--- config.mk ---
export PLATFORM = sky130hd
export DESIGN_NAME = bus_owner_arbiter_flat
export DESIGN_NICKNAME = d
export VERILOG_FILES = /design/src/rtl/bus_owner_arbiter_if.sv /design/src/rtl/bus_owner_arbiter.sv /design/src/flat_wrapper.sv
export SDC_FILE = /design/constraint.sdc
export NUM_CORES = 1
export LEC_CHECK = 0
export CAP_MARGIN = 5
export CORE_ASPECT_RATIO = 0.8
export CORE_UTILIZATION = 49
export DETAILED_ROUTE_END_ITERATION = 12
export PLACE_DENSITY = 0.76
export SLEW_MARGIN = 10
export SYNTH_ARGS = -nofsm -noshare
export SYNTH_HDL_FRONTEND = slang
export SYNTH_SLANG_ARGS = --single-unit
--- constraint.sdc ---
create_clock -name clock -period 2.5 [get_ports clock]
set_clock_uncertainty 0.15 [all_clocks]
set_input_delay 0.5 -clock clock [delete_from_list [all_inputs] [get_ports clock]]
set_output_delay 0.5 -clock clock [all_outputs]
set_load 0.1 [all_outputs]
--- src/rtl/bus_owner_arbiter_if.sv ---
// Shared-bus ownership signals between the arbiter and the bus agents.
// The arbiter uses the master modport and the agents use the slave modport.
interface bus_owner_arbiter_if #(
    parameter int N_AGENTS = 4,
    parameter int OWNER_W  = 2
);
    logic [N_AGENTS-1:0] req;
    logic [N_AGENTS-1:0] gnt;
    logic [N_AGENTS-1:0] send_data;
    logic [N_AGENTS-1:0] rcv_data;
    logic [OWNER_W-1:0]  owner;
    logic                bus_idle;

    modport master (
        input  req,
        output gnt, send_data, rcv_data, owner, bus_idle
    );

    modport slave (
        output req,
        input  gnt, send_data, rcv_data, owner, bus_idle
    );
endinterface

--- src/rtl/bus_owner_arbiter.sv ---
// Round-robin bus owner arbiter. A dead turnaround gap separates any two
// owners, and every per-agent send/receive enable is a registered output.

module bus_owner_lane #(
    parameter int OWNER_W = 2,
    parameter int LANE    = 0
) (
    input  logic               clock,
    input  logic               reset,
    input  logic               own_nxt,
    input  logic [OWNER_W-1:0] owner_nxt,
    output logic               gnt,
    output logic               rcv
);
    logic hit;

    assign hit = (owner_nxt == OWNER_W'(LANE));

    always_ff @(posedge clock or posedge reset) begin
        if (reset) begin
            gnt <= 1'b0;
            rcv <= 1'b0;
        end else begin
            gnt <= own_nxt && hit;
            rcv <= own_nxt && !hit;
        end
    end
endmodule

module bus_owner_arbiter #(
    parameter int N_AGENTS  = 4,
    parameter int OWNER_W   = 2,
    parameter int MAX_HOLD  = 8,
    parameter int TA_CYCLES = 1
) (
    input  logic                 clock,
    input  logic                 reset,
    bus_owner_arbiter_if.master  bus
);
    localparam int HOLD_W = $clog2(MAX_HOLD + 1);
    localparam int TA_W   = $clog2(TA_CYCLES + 1);
    localparam logic [HOLD_W-1:0]  HOLD_LAST = HOLD_W'(MAX_HOLD - 1);
    localparam logic [TA_W-1:0]    TA_LAST   = TA_W'(TA_CYCLES - 1);
    localparam logic [OWNER_W-1:0] LAST_IDX  = OWNER_W'(N_AGENTS - 1);
    localparam logic [OWNER_W:0]   N_EXT     = (OWNER_W+1)'(N_AGENTS);

    typedef enum logic [1:0] {IDLE, OWN, TURN} state_t;

    state_t              state, state_nxt;
    logic [OWNER_W-1:0]  rr_ptr, rr_ptr_nxt;
    logic [OWNER_W-1:0]  owner_q, owner_nxt;
    logic [HOLD_W-1:0]   hold_cnt, hold_nxt;
    logic [TA_W-1:0]     ta_cnt, ta_nxt;
    logic                own_nxt;
    logic                bus_idle_q;

    logic [OWNER_W-1:0]  win;
    logic                win_vld;
    logic [OWNER_W:0]    cand_w;
    logic [OWNER_W-1:0]  cand;

    logic [N_AGENTS-1:0] gnt_q;
    logic [N_AGENTS-1:0] rcv_q;

    // First requester at or after rr_ptr, wrapping modulo N_AGENTS.
    always_comb begin
        win     = '0;
        win_vld = 1'b0;
        cand_w  = '0;
        cand    = '0;
        for (int i = 0; i < N_AGENTS; i++) begin
            cand_w = {1'b0, rr_ptr} + (OWNER_W+1)'(i);
            if (cand_w >= N_EXT)
                cand_w = cand_w - N_EXT;
            cand = cand_w[OWNER_W-1:0];
            if (!win_vld && bus.req[cand]) begin
                win_vld = 1'b1;
                win     = cand;
            end
        end
    end

    always_comb begin
        state_nxt  = state;
        rr_ptr_nxt = rr_ptr;
        owner_nxt  = owner_q;
        hold_nxt   = hold_cnt;
        ta_nxt     = ta_cnt;
        case (state)
            IDLE: begin
                if (win_vld) begin
                    state_nxt = OWN;
                    owner_nxt = win;
                    hold_nxt  = '0;
                end
            end
            OWN: begin
                // Release and timeout share one exit; the old owner drops to lowest priority.
                if (!bus.req[owner_q] || hold_cnt == HOLD_LAST) begin
                    state_nxt  = TURN;
                    ta_nxt     = '0;
                    hold_nxt   = '0;
                    rr_ptr_nxt = (owner_q == LAST_IDX) ? '0 : owner_q + OWNER_W'(1);
                end else begin
                    hold_nxt = hold_cnt + HOLD_W'(1);
                end
            end
            TURN: begin
                if (ta_cnt == TA_LAST) begin
                    ta_nxt = '0;
                    if (win_vld) begin
                        state_nxt = OWN;
                        owner_nxt = win;
                        hold_nxt  = '0;
                    end else begin
                        state_nxt = IDLE;
                    end
                end else begin
                    ta_nxt = ta_cnt + TA_W'(1);
                end
            end
            default: state_nxt = IDLE;
        endcase
    end

    assign own_nxt = (state_nxt == OWN);

    always_ff @(posedge clock or posedge reset) begin
        if (reset) begin
            state      <= IDLE;
            rr_ptr     <= '0;
            owner_q    <= '0;
            hold_cnt   <= '0;
            ta_cnt     <= '0;
            bus_idle_q <= 1'b1;
        end else begin
            state      <= state_nxt;
            rr_ptr     <= rr_ptr_nxt;
            owner_q    <= own_nxt ? owner_nxt : '0;
            hold_cnt   <= hold_nxt;
            ta_cnt     <= ta_nxt;
            bus_idle_q <= !own_nxt;
        end
    end

    for (genvar g = 0; g < N_AGENTS; g++) begin : g_lane
        bus_owner_lane #(
            .OWNER_W (OWNER_W),
            .LANE    (g)
        ) u_lane (
            .clock     (clock),
            .reset     (reset),
            .own_nxt   (own_nxt),
            .owner_nxt (owner_nxt),
            .gnt       (gnt_q[g]),
            .rcv       (rcv_q[g])
        );
    end

    assign bus.gnt       = gnt_q;
    assign bus.send_data = gnt_q;
    assign bus.rcv_data  = rcv_q;
    assign bus.owner     = owner_q;
    assign bus.bus_idle  = bus_idle_q;

    a_onehot_gnt: assert property (@(posedge clock) disable iff (reset) $onehot0(gnt_q));
    a_no_overlap: assert property (@(posedge clock) disable iff (reset) (gnt_q & rcv_q) == '0);
endmodule

--- src/flat_wrapper.sv ---
// flat-port wrapper written by rule: the top's interface ports become plain ports
module bus_owner_arbiter_flat 
#(
    parameter int N_AGENTS  = 4,
    parameter int OWNER_W   = 2,
    parameter int MAX_HOLD  = 8,
    parameter int TA_CYCLES = 1
)
  (clock, reset, bus_req, bus_gnt, bus_send_data, bus_rcv_data, bus_owner, bus_bus_idle);
  bus_owner_arbiter_if #(.N_AGENTS(N_AGENTS), .OWNER_W(OWNER_W)) bus_i ();
  input  logic clock;
  input  logic reset;
  input wire logic [$bits(bus_i.req)-1:0] bus_req;
  output wire logic [$bits(bus_i.gnt)-1:0] bus_gnt;
  output wire logic [$bits(bus_i.send_data)-1:0] bus_send_data;
  output wire logic [$bits(bus_i.rcv_data)-1:0] bus_rcv_data;
  output wire logic [$bits(bus_i.owner)-1:0] bus_owner;
  output wire logic [$bits(bus_i.bus_idle)-1:0] bus_bus_idle;
  assign bus_i.req = bus_req;
  assign bus_gnt = bus_i.gnt;
  assign bus_send_data = bus_i.send_data;
  assign bus_rcv_data = bus_i.rcv_data;
  assign bus_owner = bus_i.owner;
  assign bus_bus_idle = bus_i.bus_idle;
  bus_owner_arbiter #(.N_AGENTS(N_AGENTS), .OWNER_W(OWNER_W), .MAX_HOLD(MAX_HOLD), .TA_CYCLES(TA_CYCLES)) u_core (.clock(clock), .reset(reset), .bus(bus_i));
endmodule
==> results.cfg <==
[detailed_routing]
drt-initial-drc-count = 24
drt-wirelength-per-cell_um = 12.6
totalWireLength_um = 1740
route.detailed.drc = 0
viasPerCell = 5.14
drtAntennaViolNets = 0
drt_pass1_iterations = 4
via_count = 710

[synthesis]
yosys-top-cells-area = dfrtp_1 46%, buf_4 9.1%, nor2_1 4.2%
yosys_warnings = 0
syn_nets = 104
synthTopCellsByCount = 18 x dfrtp_1, 12 x buf_4, 11 x nor2_1, 8 x inv_1
dominantRegCellSynth = dfrtp_1
synth_area_um2 = 986
yosysTopAreaCell = dfrtp_1
synth_cell_type_count = 32
avgSynthCellArea_um2 = 10.3
async_flop_share_pct = 100
synth-seq-area-share_pct = 48.4
yosysMostFrequentCell = dfrtp_1
netlist.area_leader.share_pct = 45.7
ys_seq_elements = 19
synth_edf_count = 0
syn_inst = 96

[floorplan]
pin_count = 21
start_util_pct = 52.1
num_rows = 14
coreArea_um2 = 1890
die_w_um = 52.2
die_area_um2 = 2200
die_y_um = 42.1

[place]
hpwl_um = 1320
place.gp.congestion = 0.755
portBuffers = 20
postPlaceCellArea_um2 = 1130

[clock_tree]
cts_setup_buffers = 0
ctsResizeCount = 0
h-tree-depth = 1
worstSkewPairLatency_ns = 0.30
hold_buffers = 0
cts.sinks = 19
numCtsBuffers = 3
cts_tree = done
root_buffer = clkbuf_4
clkTransAtPathRegs_ns = 0.11
cts_buffer_depth = 2

[grt]
antenna_found_initial = 0
grt_pass1_wl_um = 3010
grt_pass1_vias = 681
grt_max_degree = 20
grtUsageTotal_pct = 18.8
grt-ovfl-total = 0

[critical_path]
cp_data_arrival_time_ns = 2.18
critPathKind = in2reg
cp_max_fo = 4
timing.rr.start = u_core.bus.owner[0]
start_kind = primary input
r2r_slack_ns = 0.56
crit_start = bus_req[0]
cp.required_ns = 2.54
setup.worst_path.end_class = flip-flop

[run]
cap_violations = 0

[worst_hold_path]
min_from = u_core.hold_cnt[3]
hp-class = reg2reg

[timing]
period_share_pct = 85.5
tightest_slew_ns = 0.687
timing.final.crit_period_ns = 2.14
drv_slew = 0
setup_viol = 0
fmax_mhz = 468
grt_setup_unrepaired = false
finalSetupTns_ns = 0
hold_violations = 0
slew_headroom_pct = 54.2
hold_slack_ns = 0.378

[cells_and_area]
areaGrowthSynthToFinish_pct = 17.8
seqCellArea_um2 = 478
multi_input_area_um2 = 373
nets = 123
fillers = 161
final_cell_area_um2 = 1160
layout-drive-gt1-share_pct = 30.7
n_antenna_cell = 0

[outcome]
outcome = complete, no violations
==> path summary, 6_finish.rpt <==
| kind | to | depth (start not counted) |
|---|---|---|
| worst max-delay path | u_core.rr_ptr[0] | 5 |
| worst min-delay path | u_core.hold_cnt[3] | 1 |
| worst max register to register | u_core.rr_ptr[0] | 4 |
| worst min register to register | u_core.hold_cnt[3] | 1 |
| max in group asynchronous | u_core.bus.owner[0] | 2 |
| min in group asynchronous | u_core.hold_cnt[0] | 2 |
==> cells in the final DEF, fill, tap and decap left out, drive strengths merged, types with 3 or more instances in the layout <==
cell           netlist  layout
buf                 14      23
dfrtp               18      18
nor2                11      11
inv                  8       8
nand2                6       6
a21oi                6       6
o21ai                5       5
clkdlybuf4s50        0       5
mux2                 3       3
clkbuf               0       3
==> registers in the layout, summed over array words and instances, names as in the netlist <==
| register | cells |
|---|---|
| u_core.g_lane.u_lane.gnt | 4 |
| u_core.g_lane.u_lane.rcv | 4 |
| u_core.hold_cnt | 4 |
| u_core.bus.owner | 2 |
| u_core.rr_ptr | 2 |
| u_core.state | 2 |
| u_core.bus.bus_idle | 1 |
==> stage by stage <==
step           setup WS [ns]  utilization [%]  instances
3_3_place_gp          0.0914             59.9        134
3_5_place_dp          0.0409             59.9        134
4_1_cts                0.360             61.4        138
5_1_grt                0.276             61.4        138
6_report               0.363             61.4        138
2_1_floorplan          0.176                -         96
==> routing by layer <==
metal / up-vias / wire length (um) / global-route usage, %
met4: 0 / 0 / 3.16
met1: 339 / 839 / 26.9
li1: 350 / - / -
met5: - / 0 / 0
met2: 21 / 809 / 28.2
met3: 0 / 94 / 6.52
==> cell type report <==
| class | count | area share [%] |
|---|---|---|
| clock inverter | 1 | 0.431 |
| tap | 24 | 2.59 |
| multi-input combinational | 55 | 32.1 |
| inverter | 8 | 2.59 |
| sequential | 19 | 41.2 |
| timing repair buffer | 28 | 19.2 |
| clock buffer | 3 | 1.94 |
==> cell families (layout without fill, tap and decap cells) <==
family / after synthesis / after routing / synth area share (%)
fa+ha+maj: 2 / 2 / 2.54
flops: 19 / 19 / 48.4
xor+xnor: 1 / 1 / 0.888
compound gates: 18 / 18 / 12.6
buf+inv: 22 / 40 / 13.8
simple gates: 29 / 29 / 14.7
mux: 5 / 5 / 7.11
==> worst max-delay path: stages <==
cell	delay [ns]
clkdlybuf4s50_1	0.46
mux4_1	0.54
o21ai_0	0.09
and3_1	0.23
mux2_2	0.36
Power is left out: the tool's default activity adds up to more than one toggle a clock period on the data nets, which glitch-free logic cannot reach.
